[src/rtl/uart_tx_frame.sv]
// UART transmitter: one start bit, DATA_BITS data bits sent LSB first, STOP_BITS stop bits.
// All outputs are registered. A launch is taken only when the registered state is IDLE.
module uart_tx_frame #(
    parameter int CLKS_PER_BIT = 868,
    parameter int DATA_BITS    = 8,
    parameter int STOP_BITS    = 1
) (
    input  logic                 clk,
    input  logic                 rst,
    input  logic                 tx_start,
    input  logic [DATA_BITS-1:0] tx_data,
    output logic                 tx,
    output logic                 tx_busy,
    output logic                 tx_done
);

    localparam int CW = (CLKS_PER_BIT > 1) ? $clog2(CLKS_PER_BIT) : 1;
    localparam int BW = $clog2(DATA_BITS);

    localparam logic [CW-1:0] BAUD_LAST = CW'(CLKS_PER_BIT - 1);
    localparam logic [BW-1:0] DATA_LAST = BW'(DATA_BITS - 1);
    localparam logic [BW-1:0] STOP_LAST = BW'(STOP_BITS - 1);

    typedef enum logic [1:0] {
        IDLE  = 2'd0,
        START = 2'd1,
        DATA  = 2'd2,
        STOP  = 2'd3
    } state_e;

    state_e               state_q, state_d;
    logic [CW-1:0]        baud_q, baud_d;
    logic [BW-1:0]        bit_q, bit_d;
    logic [DATA_BITS-1:0] shift_q, shift_d;
    logic                 tx_q, tx_d;
    logic                 busy_q, busy_d;
    logic                 done_q, done_d;
    logic                 bit_end;

    assign bit_end = (baud_q == BAUD_LAST);

    always_ff @(posedge clk or negedge rst) begin
        if (!rst) begin
            state_q <= IDLE;
            baud_q  <= '0;
            bit_q   <= '0;
            shift_q <= '0;
            tx_q    <= 1'b1;
            busy_q  <= 1'b0;
            done_q  <= 1'b0;
        end else begin
            state_q <= state_d;
            baud_q  <= baud_d;
            bit_q   <= bit_d;
            shift_q <= shift_d;
            tx_q    <= tx_d;
            busy_q  <= busy_d;
            done_q  <= done_d;
        end
    end

    always_comb begin
        state_d = state_q;
        baud_d  = baud_q;
        bit_d   = bit_q;
        shift_d = shift_q;
        tx_d    = tx_q;
        busy_d  = busy_q;
        done_d  = 1'b0;

        // The baud counter only runs inside a frame and wraps at every bit boundary.
        if (state_q != IDLE) begin
            baud_d = bit_end ? '0 : baud_q + CW'(1);
        end

        case (state_q)
            IDLE: begin
                tx_d   = 1'b1;
                busy_d = 1'b0;
                baud_d = '0;
                bit_d  = '0;
                if (tx_start) begin
                    shift_d = tx_data;
                    state_d = START;
                    busy_d  = 1'b1;
                    tx_d    = 1'b0;
                end
            end
            START: begin
                if (bit_end) begin
                    state_d = DATA;
                    bit_d   = '0;
                    tx_d    = shift_q[0];
                end
            end
            DATA: begin
                if (bit_end) begin
                    if (bit_q == DATA_LAST) begin
                        state_d = STOP;
                        bit_d   = '0;
                        tx_d    = 1'b1;
                    end else begin
                        // Next data bit is presented straight from the pre-shift value.
                        shift_d = shift_q >> 1;
                        bit_d   = bit_q + BW'(1);
                        tx_d    = shift_q[1];
                    end
                end
            end
            STOP: begin
                tx_d = 1'b1;
                if (bit_end) begin
                    if (bit_q == STOP_LAST) begin
                        state_d = IDLE;
                        bit_d   = '0;
                        busy_d  = 1'b0;
                        done_d  = 1'b1;
                    end else begin
                        bit_d = bit_q + BW'(1);
                    end
                end
            end
            default: begin
                state_d = IDLE;
                tx_d    = 1'b1;
                busy_d  = 1'b0;
            end
        endcase
    end

    assign tx      = tx_q;
    assign tx_busy = busy_q;
    assign tx_done = done_q;

endmodule

[config.mk]
export PLATFORM = sky130hd
export DESIGN_NAME = uart_tx_frame
export DESIGN_NICKNAME = d
export VERILOG_FILES = /design/src/rtl/uart_tx_frame.sv
export SDC_FILE = /design/constraint.sdc
export NUM_CORES = 1
export LEC_CHECK = 0
export BUFFER_PORTS_ARGS = -buffer_cell sky130_fd_sc_hd__buf_4
export CAP_MARGIN = 10
export CORE_ASPECT_RATIO = 1.4
export CORE_MARGIN = 2
export CORE_UTILIZATION = 35
export DETAILED_ROUTE_END_ITERATION = 8
export PLACE_DENSITY_LB_ADDON = 0.12
export SKIP_CTS_REPAIR_TIMING = 1
export SLEW_MARGIN = 25
export SYNTH_ARGS = -nofsm -noshare
export SYNTH_HDL_FRONTEND = slang
export SYNTH_SLANG_ARGS = --single-unit
export TNS_END_PERCENT = 10
[constraint.sdc]
create_clock -name clk -period 2.5 [get_ports clk]
set_input_delay 0 -clock clk [delete_from_list [all_inputs] [get_ports clk]]
set_output_delay 0 -clock clk [all_outputs]
set_load 0.02 [all_outputs]
Word-level counts from Yosys, hierarchy flattened
Cells that the tools add are included.
- bits in registers: 26
- logic and storage cells: 64
- add/sub/neg operators: 2
- eq/ne operators: 12
- mux-type cells: 32
- reduce and logical (&&, ||, !) cells: 11
- operators with widths (kind ; count):
    $mux 10 ; 3
    $mux 8 ; 3
    $pmux 8 s2 ; 1
    $mux 3 ; 5
    $ne 2x2->1 const B ; 7
    $mux 2 ; 6
    $pmux 3 s4 ; 1
    $add 10x1->10 const B ; 1
    $eq 10x10->1 const B ; 1
    $mux 1 ; 10
    $pmux 2 s4 ; 1
    $reduce_bool 2->1 ; 4
    $reduce_and 3->1 ; 2
    $reduce_and 6->1 ; 1
    $eq 2x2->1 const B ; 2
    $pmux 1 s4 ; 1
    $reduce_and 4->1 ; 1
    $add 3x1->3 const B ; 1
    $eq 3x3->1 const B ; 1
    $logic_not 3->1 ; 1
    $eq 2x1->1 const B ; 1
    $logic_not 2->1 ; 1
    $pmux 1 s2 ; 1
    $reduce_and 2->1 ; 1

Logic depth before layout (Yosys ltp)
- word-level depth: 4
- mapped depth: 7
- gate-level depth less buffers: 6

Worst setup path before layout
No wires, ideal clock.
- path kind: reg-to-reg
- start: register state_q[0]
- end: register shift_q[0]
- arrival time: 1.880 ns
- required time: 2.375 ns
- setup slack: 0.495 ns
- stages on the path, launching flop included: 7
- path buffers: 2
- cells stage by stage: dfrtp_1 > inv_1 > ha_1 > clkbuf_1 > buf_1 > mux2_2 > mux2_2
- cells in the longest elaborated chain, start to end: 3
- ends and longest elaborated chain (element ; line ; RTL):
    from (decl) ; 31 ; state_e state_q, state_d;
    from (signal assigned) ; 52 ; state_q <= state_d;
    $eq 2x2->1 / $logic_not 2->1 (equally long branches) ; 76 ; case (state_q)
    $ne 2x2->1 (no line) / $reduce_bool 2->1 (equally long branches) ; -- ;
    $reduce_and 4->1 (no line) ; -- ;
    to (signal assigned) ; 55 ; shift_q <= shift_d;
    to (decl) ; 34 ; logic [DATA_BITS-1:0] shift_q, shift_d;
Several ways; a longest one is shown, not always the timed one.
A chain may end at the register's enable or synchronous reset.

Worst setup path after layout
- start: register state_q[0]
- end: register state_q[1]
- cells in the longest elaborated chain, start to end: 3
- ends and longest elaborated chain (element ; line):
    $eq 2x2->1, or another cell as far along ; 76
    $ne 2x2->1 (no line) ; --
    $reduce_and 6->1 (no line) ; --
Several ways; a longest one is shown, not always the timed one.

==> out/results.txt <==
The y dimension of the die is 79.5 um, and the total routing resource utilization after global routing is 12.2%. Counting every net in the synthesized netlist gives 142. The number of global-route vias before repair was 952; the initial standard-cell utilization of the core was 36.4%.

The run gives 14 as the number of placed I/O pins. The logs give 53.6% for the tightest slew margin relative to the limit and 0.00397 ns for the post-route clock skew. The die is 57.9 um wide. The data arrival time of the worst path was 2.28 ns; the total of buffers placed on input and output ports was 13. The critical path class is reg -> reg. Number of max-slew violations in the final report: 0. TritonCTS built the clock tree. The tools report the H-tree depth as 1.

After routing the design area is 1640 um2. For this design the ratio of total power to cell area is 487 nW/um2. The library cell used as clock root buffer was clkbuf_8. The run gives 0.473 GHz as the peak clock frequency supported by timing. The tools report the final setup violation count as 0. Of the cells placed in the final design, the portion with a size suffix greater than 1 is 30.9%.

The tools report the end-of-flow core utilization as 41.7%. STA classifies the critical path startpoint as a flop. The post-route fraction of the period consumed by the critical path works out to 84.7%. The run gives 4 as the iteration count of the initial detailed-routing pass. The synthesized netlist occupies a cell area of 1430 um2. The run gives 0 as the sum of overflow across all layers after global routing. The area added between synthesis and finish was 14.7%. By area the synthesized netlist is led by dfrtp_1 44%, mux2_2 14%, ha_1 7.9%. The initial antenna violation count was 0. The finished layout holds 179 standard cells, fillers aside. The synthesized design contains 26 register bits. Synthesis handed over a netlist of 122 instances.

The worst hold path belongs to the class in -> reg. For this design the static power due to leakage is 0.776 nW. The tools report the final hold violation count as 0. Setup repair after global routing left no endpoint under its margin. Once placement completed, the tool counted placed cells totaling 174. For the total clock sinks, the log shows 26. STA classifies the critical path endpoint as a flop.

Buffers inserted during clock tree synthesis total 3. Subtracting the final worst setup slack from the clock period gives 2.12 ns. The count of nets left with antenna violations after detail routing came out at 0. Number of warnings reported in the yosys synthesis log: 0. The final sum of negative setup slack was 0 ns; the pin count of the biggest net entering global routing was 27.

Routed wire length: 2420 um. The sequential area share after synthesis is 45.7%, and the slew at the pin closest to its max-slew limit is 0.696 ns. The tools report the buffer depth of the longest clock path as 2. After floorplanning, the core was sized to cover 3920 um2.

Routed length per placed instance: 13.5 um. The signal on the critical path passes through inv_1, ha_1, nor3_1, o211ai_1, mux2_2. The estimated wirelength of the detail-placed design is 1820 um, and the first-pass GRT wire length is 4370 um. The cell type contributing the most total cell area after synthesis was dfrtp_1. Summed over its instances, the top area cell type makes up 43.9% of the synthesized netlist area. The number of fillers in the final layout is 387. The mean instance size in the synthesized netlist was 11.7 um2.

Among cell families on the critical path, the largest total delay comes from adder cells. Across the run, the number of max-cap violations was 0. The clock insertion delay at the later pin of the skew report was 0.27 ns. IR analysis of the VDD net gives a maximum drop of 0.359 mV.

For this run, the slowest stage of the critical path takes 0.63 ns. The remaining design rule violation count was 0. The die covers 4610 um2. Across all layers, the routed design uses 894 vias.

Detailed-route vias per instance: 4.99. Overall power consumption after layout is estimated at 0.797 mW. For the global placer's final weighted congestion, the log shows 0.745. The clock transition at the registers of the reported paths came out at 0.09 ns. The logs give 27 for the cell row count and 0 for the count of inserted antenna diode cells. The number of buffers and inverters on the critical path is 1, and the violation count after the first detailed-routing iteration is 11. On the critical path, the stage with the largest delay is an instance of ha_1. STA puts the critical path data required time at 2.66 ns.

Summing all placed instances gives a cell area of 1550 um2. The run finished with clean final reports. The top fanout value on the critical path works out to 16.

After the last flow step, the layout net total stands at 157. The number of different library cells used by synthesis comes to 34.
==> stage by stage <==
step                      setup slack [ns]  hold slack, ns
after detailed placement             0.382         -0.0689
after global routing                 0.188          0.0766
after floorplan                      0.495          -0.296
final                                0.384          0.0639
after CTS                            0.369          -0.369
after global placement               0.442         -0.0618
==> Yosys cell counts, drive strengths merged <==
master and number:
and4 1, mux2 19, and3 2, nand4 2, o22ai 1, a2111oi 1, o211ai 2, dfstp 1
dfrtp 25, or2 1, buf 2, nand3 3, mux2i 3, nor2 15, nand2 3, nor4 1
nand2b 3, ha 9, or3 1, nor2b 3, o41ai 1, xnor2 2, o21a 1, inv 5
nor3 2, clkbuf 2, xor2 6, nand4b 1, a21oi 3, and2 1
==> final timing paths <==
kind / start / slack [ns] / endpoint / depth (start not counted)
min in group asynchronous: rst / 0.16 / baud_q[5]$_DFF_PN0_ / 2
worst min register to register: baud_q[0]$_DFF_PN0_ / 0.49 / baud_q[0]$_DFF_PN0_ / 1
worst min-delay path: tx_start / 0.06 / tx_busy$_DFFE_PN0P_ / 3
worst max register to register: state_q[0]$_DFFE_PN0P_ / 0.38 / state_q[1]$_DFFE_PN0P_ / 5
worst max-delay path: state_q[0]$_DFFE_PN0P_ / 0.38 / state_q[1]$_DFFE_PN0P_ / 5
max in group asynchronous: rst / 2.04 / tx$_DFFE_PN1P_ / 2
==> final cells by class <==
type                    count  area [um2]  share of cell area (%)
flip-flops and latches     26         652                    39.9
inverters                   5        18.8                    1.15
clock inverters             1        30.0                    1.84
multi-input cells          87         732                    44.8
clock buffers               3        41.3                    2.52
repair buffers             14         108                    6.58
well taps                  43        53.8                    3.29
==> power breakdown <==
| group | leakage [nW] | switching (mW) | total (mW) | internal [mW] |
|---|---|---|---|---|
| clock | 0.0357 | 0.135 | 0.350 | 0.214 |
| sequential | 0.335 | 0 | 0.420 | 0.420 |
| combinational | 0.405 | 0.0116 | 0.0272 | 0.0156 |
==> placed cells by master, fill, tap and decap left out, drive strengths merged <==
| master | n |
|---|---|
| o21a | 1 |
| o22ai | 1 |
| and4 | 1 |
| dfstp | 1 |
| buf | 13 |
| ha | 9 |
| or2 | 1 |
| clkbuf | 3 |
| nand4b | 1 |
| nor2b | 3 |
| a21oi | 3 |
| mux2i | 3 |
| nand3 | 3 |
| and3 | 2 |
| and2 | 1 |
| or3 | 1 |
| a2111oi | 1 |
| o211ai | 2 |
| nand2 | 3 |
| nand2b | 3 |
| o41ai | 1 |
| nor4 | 1 |
| nor2 | 15 |
| nor3 | 2 |
| nand4 | 2 |
| bufinv | 1 |
| xnor2 | 2 |
| inv | 5 |
| xor2 | 6 |
| dlygate4sd3 | 1 |
| dfrtp | 25 |
| mux2 | 19 |
==> flip-flops by register name, indices dropped and copies added (netlist names) <==
name	cells
bit_q	3
state_q	2
baud_q	10
tx_busy	1
tx_done	1
tx	1
shift_q	8
==> worst register-to-register path, cell delays in order, from the launching register on <==
cell      delay (ns)
dfrtp_1         0.41
inv_1           0.13
ha_1            0.63
nor3_1          0.17
o211ai_1        0.31
mux2_2          0.37
==> routing by layer <==
layer  part of all wire (%)  GRT usage, %  up-vias
met4                   0.78          4.19        0
met2                     54          21.5        7
met3                    2.1          2.43        2
met1                     43          14.5      439
met5                      0             0        -
li1                       -             -      446
==> kinds of logic (layout without fill, tap and decap cells) <==
group	after synthesis	count (layout)	share of synthesized area (%)
AND/OR/NAND/NOR	39	39	14.6
flip-flops	26	26	45.7
multiplexers	22	22	17.4
adder cells (fa/ha/maj)	9	9	7.90
AO/OA/AOI/OAI	9	9	6.59
buffers and inverters	9	23	2.90
XOR/XNOR	8	8	4.92
Note: power is estimated with default switching activity, not from simulation.
